`src/rtl/mux_arbiter.sv`:
```
// -----------------------------------------------------------------------------
// mux_arbiter
//
// Round-robin arbiter in front of a shared 4:1 serial line. One of four
// requesters owns the line for at most BURST_LEN consecutive cycles. The
// owner's data bit x[sel] is registered onto y with a one-cycle latency.
//
// Parameters
//   BURST_LEN  maximum consecutive cycles of ownership (1..16)
//
// Ports
//   clk    in   rising-edge clock
//   rst_n  in   asynchronous active-low reset
//   req    in   [3:0] request vector, req[i] = requester i wants the line
//   x      in   [3:0] per-requester serial data bits
//   sel    out  [1:0] index of the current owner / line-mux select
//   gnt    out  [3:0] one-hot grant, zero when there is no owner
//   y      out  registered shared-line data
//   valid  out  y carries owner data
// -----------------------------------------------------------------------------
module mux_arbiter #(
   parameter int BURST_LEN = 4
) (
   input  logic       clk,
   input  logic       rst_n,
   input  logic [3:0] req,
   input  logic [3:0] x,
   output logic [1:0] sel,
   output logic [3:0] gnt,
   output logic       y,
   output logic       valid
);

   typedef enum logic {
      IDLE = 1'b0,
      OWN  = 1'b1
   } state_t;

   // Counter holds the remaining cycles of the burst after the current one.
   localparam logic [3:0] CNT_LOAD = 4'(BURST_LEN - 1);

   state_t     state_q, state_d;
   logic [1:0] ptr_q,   ptr_d;
   logic [3:0] cnt_q,   cnt_d;
   logic [1:0] sel_q,   sel_d;
   logic       y_q,     y_d;
   logic       valid_q, valid_d;

   logic [2:0] pick_idle;   // {found, index} when arbitrating from IDLE
   logic [2:0] pick_hand;   // {found, index} when handing off at grant end
   logic [1:0] ptr_next;
   logic [3:0] owner_mask;
   logic       grant_end;

   // Round-robin search: first set bit of r starting at position p, wrapping.
   // Iterating from the farthest offset down lets the nearest hit win.
   function automatic logic [2:0] rr_pick(input logic [3:0] r, input logic [1:0] p);
      logic [2:0] res;
      logic [1:0] idx;
      res = 3'b000;
      for (int k = 3; k >= 0; k--) begin
         idx = p + 2'(k);
         if (r[idx]) res = {1'b1, idx};
      end
      return res;
   endfunction

   // State register.
   // NOTE: sequential state uses non-blocking assignments so every flop samples
   // the pre-edge value of its neighbours regardless of statement order.
   always_ff @(posedge clk or negedge rst_n) begin
      if (!rst_n) begin
         state_q <= IDLE;
         ptr_q   <= 2'd0;
         cnt_q   <= 4'd0;
         sel_q   <= 2'd0;
         y_q     <= 1'b0;
         valid_q <= 1'b0;
      end else begin
         state_q <= state_d;
         ptr_q   <= ptr_d;
         cnt_q   <= cnt_d;
         sel_q   <= sel_d;
         y_q     <= y_d;
         valid_q <= valid_d;
      end
   end

   // Next-state logic.
   always_comb begin
      // NOTE: every signal gets a default before the case so no path leaves a
      // variable unassigned, which would otherwise infer a latch.
      state_d = state_q;
      ptr_d   = ptr_q;
      cnt_d   = cnt_q;
      sel_d   = sel_q;
      y_d     = 1'b0;
      valid_d = 1'b0;

      ptr_next   = sel_q + 2'd1;
      owner_mask = 4'b0001 << sel_q;
      grant_end  = (cnt_q == 4'd0) || !req[sel_q];
      pick_idle  = rr_pick(req, ptr_q);
      // Hand-off ignores the outgoing owner; it only gets the line back below
      // when nobody else is asking.
      pick_hand  = rr_pick(req & ~owner_mask, ptr_next);

      unique case (state_q)
         IDLE: begin
            if (pick_idle[2]) begin
               state_d = OWN;
               sel_d   = pick_idle[1:0];
               cnt_d   = CNT_LOAD;
            end
         end
         OWN: begin
            // The releasing cycle still carries the owner's data.
            y_d     = x[sel_q];
            valid_d = 1'b1;
            if (grant_end) begin
               ptr_d = ptr_next;
               if (pick_hand[2]) begin
                  sel_d = pick_hand[1:0];
                  cnt_d = CNT_LOAD;
               end else if (req[sel_q]) begin
                  cnt_d = CNT_LOAD;
               end else begin
                  state_d = IDLE;
               end
            end else begin
               cnt_d = cnt_q - 4'd1;
            end
         end
         default: state_d = IDLE;
      endcase
   end

   // Outputs: grant is a pure decode of the registered owner.
   always_comb begin
      gnt   = (state_q == OWN) ? (4'b0001 << sel_q) : 4'b0000;
      sel   = sel_q;
      y     = y_q;
      valid = valid_q;
   end

endmodule

```
`config.mk`:
```
export PLATFORM = sky130hd
export DESIGN_NAME = mux_arbiter
export DESIGN_NICKNAME = d
export VERILOG_FILES = /design/src/rtl/mux_arbiter.sv
export SDC_FILE = /design/constraint.sdc
export NUM_CORES = 1
export LEC_CHECK = 0
export ABC_AREA = 0
export BUFFER_PORTS_ARGS = -buffer_cell sky130_fd_sc_hd__buf_2
export CAP_MARGIN = 20
export CORE_MARGIN = 3
export CORE_UTILIZATION = 56
export CTS_BUF_LIST = sky130_fd_sc_hd__clkbuf_16
export CTS_CLUSTER_DIAMETER = 50
export DETAILED_ROUTE_END_ITERATION = 6
export PLACE_DENSITY = 0.82
export SYNTH_ARGS = -nofsm -noshare
export SYNTH_HDL_FRONTEND = slang
export SYNTH_SLANG_ARGS = --single-unit
```
`constraint.sdc`:
```
create_clock -name clk -period 4.4 [get_ports clk]
set_input_delay 0.88 -clock clk [delete_from_list [all_inputs] [get_ports clk]]
set_output_delay 0.88 -clock clk [all_outputs]
set_load 0.005 [all_outputs]
```
Word level (Yosys, flattened, before mapping)
Index checks and enable logic that the tools add are counted.
{"block": "totals", "register_bits": 11, "in_bits": 10, "elab_cells": 82}
{"block": "classes", "n_addsub": 8, "magnitude_cmp": 9, "eq_ne": 4, "shifts": 1, "n_mux": 45, "bitwise": 3, "reduce_logical": 6}
{"operator": "2-bit by 3-bit < comparator with 1-bit output (second input constant)", "count": 9}
{"operator": "3-bit 2-to-1 mux", "count": 8}
{"operator": "1-bit binary-select mux with 2-bit select", "count": 10}
{"operator": "4-bit 2-to-1 mux", "count": 5}
{"operator": "1-bit 2-to-1 mux", "count": 16}
{"operator": "2-bit adder (second input constant)", "count": 4}
{"operator": "4-bit case mux with 2 select lines", "count": 1}
{"operator": "2-bit by 1-bit adder with 2-bit output (second input constant)", "count": 3}
{"operator": "2-bit 2-to-1 mux", "count": 3}
{"operator": "4-bit bitwise AND", "count": 1}
{"operator": "4-bit zero test", "count": 1}
{"operator": "2-bit by 1-bit != test with 1-bit output (second input constant)", "count": 2}
{"operator": "4-bit by 3-bit != test with 1-bit output (second input constant)", "count": 1}
{"operator": "4-bit NOT", "count": 1}
{"operator": "2-bit case mux with 2 select lines", "count": 1}
{"operator": "2-bit AND reduction", "count": 2}
{"operator": "1-bit by 2-bit left shift with 4-bit output (first input constant)", "count": 1}
{"operator": "4-bit by 1-bit subtractor with 4-bit output (second input constant)", "count": 1}
{"operator": "3-bit AND reduction", "count": 1}
{"operator": "2-bit != test (second input constant)", "count": 1}
{"operator": "1-bit case mux with 2 select lines", "count": 1}
{"operator": "1-bit zero test", "count": 1}
{"operator": "1-bit logical OR", "count": 1}
{"operator": "1-bit NOT", "count": 1}

Longest topological paths before layout
{"block": "depth", "word_depth": 12, "depth_mapped": 8, "depth_no_buf": 7}

Worst setup path before layout
No wires, ideal clock.
{"block": "synth_path", "path_kind": "in2reg", "from": "input port req[3]", "to": "register ptr_q[1]", "arrival_ps": 1896, "t_required_ps": 4275, "setup_slack_ps": 2379, "cell_stages": 3, "path_buffers": 0, "path_cell_list": "mux4_2 > a21boi_1 > mux2_2"}
{"block": "synth_via", "elab_chain_cells": 5}
{"item": "start: declaration", "line": "26", "source": "input logic [3:0] req,"}
{"item": "1-bit binary-select mux with 2-bit select", "line": "102", "source": "grant_end = (cnt_q == 4'd0) || !req[sel_q];"}
{"item": "1-bit 2-to-1 mux (not written as such)", "line": "102"}
{"item": "1-bit zero test", "line": "102"}
{"item": "1-bit logical OR", "line": "102"}
{"item": "2-bit AND reduction (no line)"}
{"item": "end signal: assignment", "line": "81", "source": "ptr_q <= ptr_d;"}
{"item": "end: declaration", "line": "43", "source": "logic [1:0] ptr_q, ptr_d;"}
Every way passes these cells. The select of a mux whose other input is x is not followed.
A chain may end at the register's enable or synchronous reset.

Worst setup path after layout
{"block": "layout_path", "from": "register sel_q[0] (netlist: sel[0])", "to": "output port gnt[0]"}
{"block": "layout_via", "elab_chain_cells": 2}
{"item": "start: declaration", "line": "45", "source": "logic [1:0] sel_q, sel_d;"}
{"item": "start signal: assignment", "line": "83", "source": "sel_q <= sel_d;"}
{"item": "1-bit by 2-bit left shift with 4-bit output", "line": "140", "source": "gnt = (state_q == OWN) ? (4'b0001 << sel_q) : 4'b0000;"}
{"item": "4-bit 2-to-1 mux", "line": "140"}
{"item": "end: declaration", "line": "29", "source": "output logic [3:0] gnt,"}
Every way passes these cells.

==> impl_metrics.tcl <==
set metrics [dict create \
    fillerInstances 111 \
    yosysWarnings 0 \
    crit_slowest_cell "dfrtp_1" \
    leakagePower_nw 0.4741 \
    fin_nets 126 \
    finalSetupViolCount 0 \
    worst_setup_path_start_kind "flop" \
    clock.fmax_mhz 405.8 \
    dr.first_iter.drc_count 9 \
    synth_cells 91 \
    drive_above_1_share 0.2455 \
    worst-path-buf-inv 2 \
    row_count 13 \
    path_clk_slew_ns 0.04 \
    synth_area_um2 813.3 \
    yosysSeqAreaShare 0.3385 \
    finalWorstSetupSlack_ns 1.936 \
    cpPeakStageDelay_ns 0.60 \
    p_comb_frac 0.487 \
    grt_pass1_wl_mm 2.808 \
    postSynthRegisterBits 11 \
    antenna_cells 0 \
    viasPerCell 5.864 \
    period_needed_ns 2.464 \
    grt_pass1_vias 621 \
    htree_num_levels 1 \
    synth_commonest_cells "11 x dfrtp_1, 8 x inv_1, 8 x o21ai_0" \
    p_total_mw 0.7076 \
    antenna_left 0 \
    p_sw_frac 0.3866 \
    cts-root-buf "clkbuf_16" \
    port_buffers 17 \
    seq_power_share 0.286 \
    ff2ff_path_depth 7 \
    cp_cell_sequence "inv_1 > ha_1 > and2_1 > buf_2" \
    max-cap-violations 0 \
    yosysTopAreaCell "dfrtp_1" \
    fin_crit_sh 0.5601 \
    tightest_slew_ns 0.4400 \
    rsz0062_at_grt "no" \
    setup-tns-final_ns 0 \
    synth_nets 106 \
    crit_required_ns 3.52 \
    worstSkewPairLatency_ns 0.23 \
    core_area_um2 1334 \
    wl_mm 1.709 \
    initial_core_util 0.6098 \
    cts_setup_buffers 0 \
    avgRoutedWirePerCell_um 13.67 \
    ys_types 36 \
    post-route-drc-count 0 \
    die_area_um2 1946 \
    slew_headroom 0.7067 \
    cts_tree "yes" \
    cts_hold_repair.buffers 0 \
    netlist.area_leader.share 0.3385 \
    avgSynthCellArea_um2 8.937 \
    clockPowerShare 0.226 \
    clock-sinks 11 \
    gp_congestion 0.8577 \
    cts_max_path_buffers 2 \
    vias 733 \
    worst-path-max-fanout 13 \
    cpLargestDelayFamily "flip-flops" \
    vdd.ir_drop.worst_v 0.0003627 \
    netlist_top_cells_area "dfrtp_1 34%, ha_1 7.7%, mux4_2 5.5%" \
    finalHoldViolations 0 \
    min_path_type "input pin to async pin" \
    powerDensity_nw_per_um2 721.4 \
    die_y_um 44.11 \
    power.internal_mw 0.4341 \
    die_width_um 44.11 \
    hpwl_mm 1.282 \
    synthMostInstantiatedCell "dfrtp_1" \
    io_pins 18 \
    end_kind "primary output" \
    pre_cts_ws_ns 2.123 \
    cts_buffers 3 \
    crit_type "flop to primary output" \
    synth_top_flop_cell "dfrtp_1" \
    grt_overflow 0 \
    grtUsageTotal 0.2014 \
    switching_power_mw 0.2735 \
    antenna_found_initial 0 \
    post_cts_resized 0 \
    synthArstFlopShare 1.000 \
    grt_max_degree 14 \
    synth_edf_count 0 \
    firstDrtPassIters 4 \
    arrival_ns 1.58 \
    status "completed" \
    drv_slew 0 \
    cp.depth 4 \
    skew_ns 0.0002984 \
    syn2layout_area_growth_pct 20.62 \
]
worst register-to-register path: stages (launching register included):
cell     delay (ns)
dfrtp_1        0.60
inv_1          0.21
ha_1           0.42
nor2_1         0.12
o21ai_0        0.09
a21bo_2        0.20
a32o_1         0.21
o31ai_1        0.18
cells in the final DEF, fill, tap and decap left out, drive strengths merged, types with 2 or more instances in the layout:
master | netlist | routed
dfrtp | 11 | 11
o21ai | 9 | 9
nand3 | 2 | 2
a21oi | 4 | 4
buf | 1 | 17
nand2 | 6 | 6
ha | 5 | 5
nand2b | 5 | 5
nor2 | 4 | 4
inv | 8 | 9
clkbuf | 1 | 3
mux4 | 2 | 2
nor2b | 5 | 5
o22ai | 2 | 2
and2 | 6 | 6
nor3 | 2 | 2
kinds of logic (layout without fill, tap and decap cells):
logic type               after synthesis  after routing  share of synthesized area
AND/OR/NAND/NOR                       34             34                     0.2292
AO/OA/AOI/OAI                         27             27                     0.2200
flip-flops                            11             11                     0.3385
buffers and inverters                 10             29                    0.05538
adder cells (fa/ha/maj)                5              5                    0.07692
multiplexers                           3              3                    0.06923
XOR/XNOR                               1              1                    0.01077
state kept, by name, indices dropped and copies added, names as in the netlist:
signal / flops
cnt_q: 4
ptr_q: 2
sel: 2
state_q: 1
valid: 1
y: 1
layer usage:
metal | up-vias | global-route usage | share of wire | routed length (um)
li1 | 360 | - | - | -
met1 | 330 | 0.2660 | 0.46 | 785
met2 | 35 | 0.2907 | 0.41 | 707
met3 | 8 | 0.07724 | 0.11 | 180
met4 | 0 | 0.09036 | 0.021 | 36
met5 | - | 0 | 0 | 0
metrics by stage:
step	instance area (um2)	hold WS (ns)	util	cells
floorplan	813.3	0.3846	-	91
global route	980.9	0.5170	0.7355	125
CTS	980.9	0.4995	0.7355	125
detailed placement	902.1	0.4956	0.6764	121
finish	980.9	0.5018	0.7355	125
global placement	902.1	0.4788	0.6764	121
area by class of cell:
cell class	instances	area [um2]	share of cell area
Sequential cell	11	275.3	0.2806
Tap cell	15	18.77	0.01913
Inverter	8	30.03	0.03061
Clock buffer	3	75.07	0.07653
Clock inverter	1	3.754	0.003827
Timing Repair Buffer	17	85.08	0.08673
Multi-Input combinational cell	70	493.0	0.5026
power by group through the flow:
| stage | Sequential [mW] | Combinational (mW) | Clock, mW |
|---|---|---|---|
| global route | 0.212 | 0.385 | 0.170 |
| detailed placement | 0.202 | 0.341 | 0 |
| global placement | 0.200 | 0.334 | 0 |
| floorplan | 0.179 | 0.274 | 0 |
| finish | 0.203 | 0.345 | 0.160 |
| CTS | 0.201 | 0.342 | 0.164 |
path summary, 6_finish.rpt:
| path | from | endpoint | slack (ns) |
|---|---|---|---|
| worst min register to register | cnt_q[0]$_DFFE_PN0P_ | cnt_q[0]$_DFFE_PN0P_ | 0.50 |
| max in group asynchronous | rst_n | cnt_q[1]$_DFFE_PN0P_ | 3.70 |
| worst max register to register | sel[0]$_DFFE_PN0P_ | sel[1]$_DFFE_PN0P_ | 2.28 |
| min in group clk | cnt_q[0]$_DFFE_PN0P_ | cnt_q[0]$_DFFE_PN0P_ | 0.50 |
| worst max-delay path | sel[0]$_DFFE_PN0P_ | gnt[0] | 1.94 |
| worst min-delay path | rst_n | sel[0]$_DFFE_PN0P_ | 0.50 |
No activity file was read; power rests on OpenSTA's default activity.
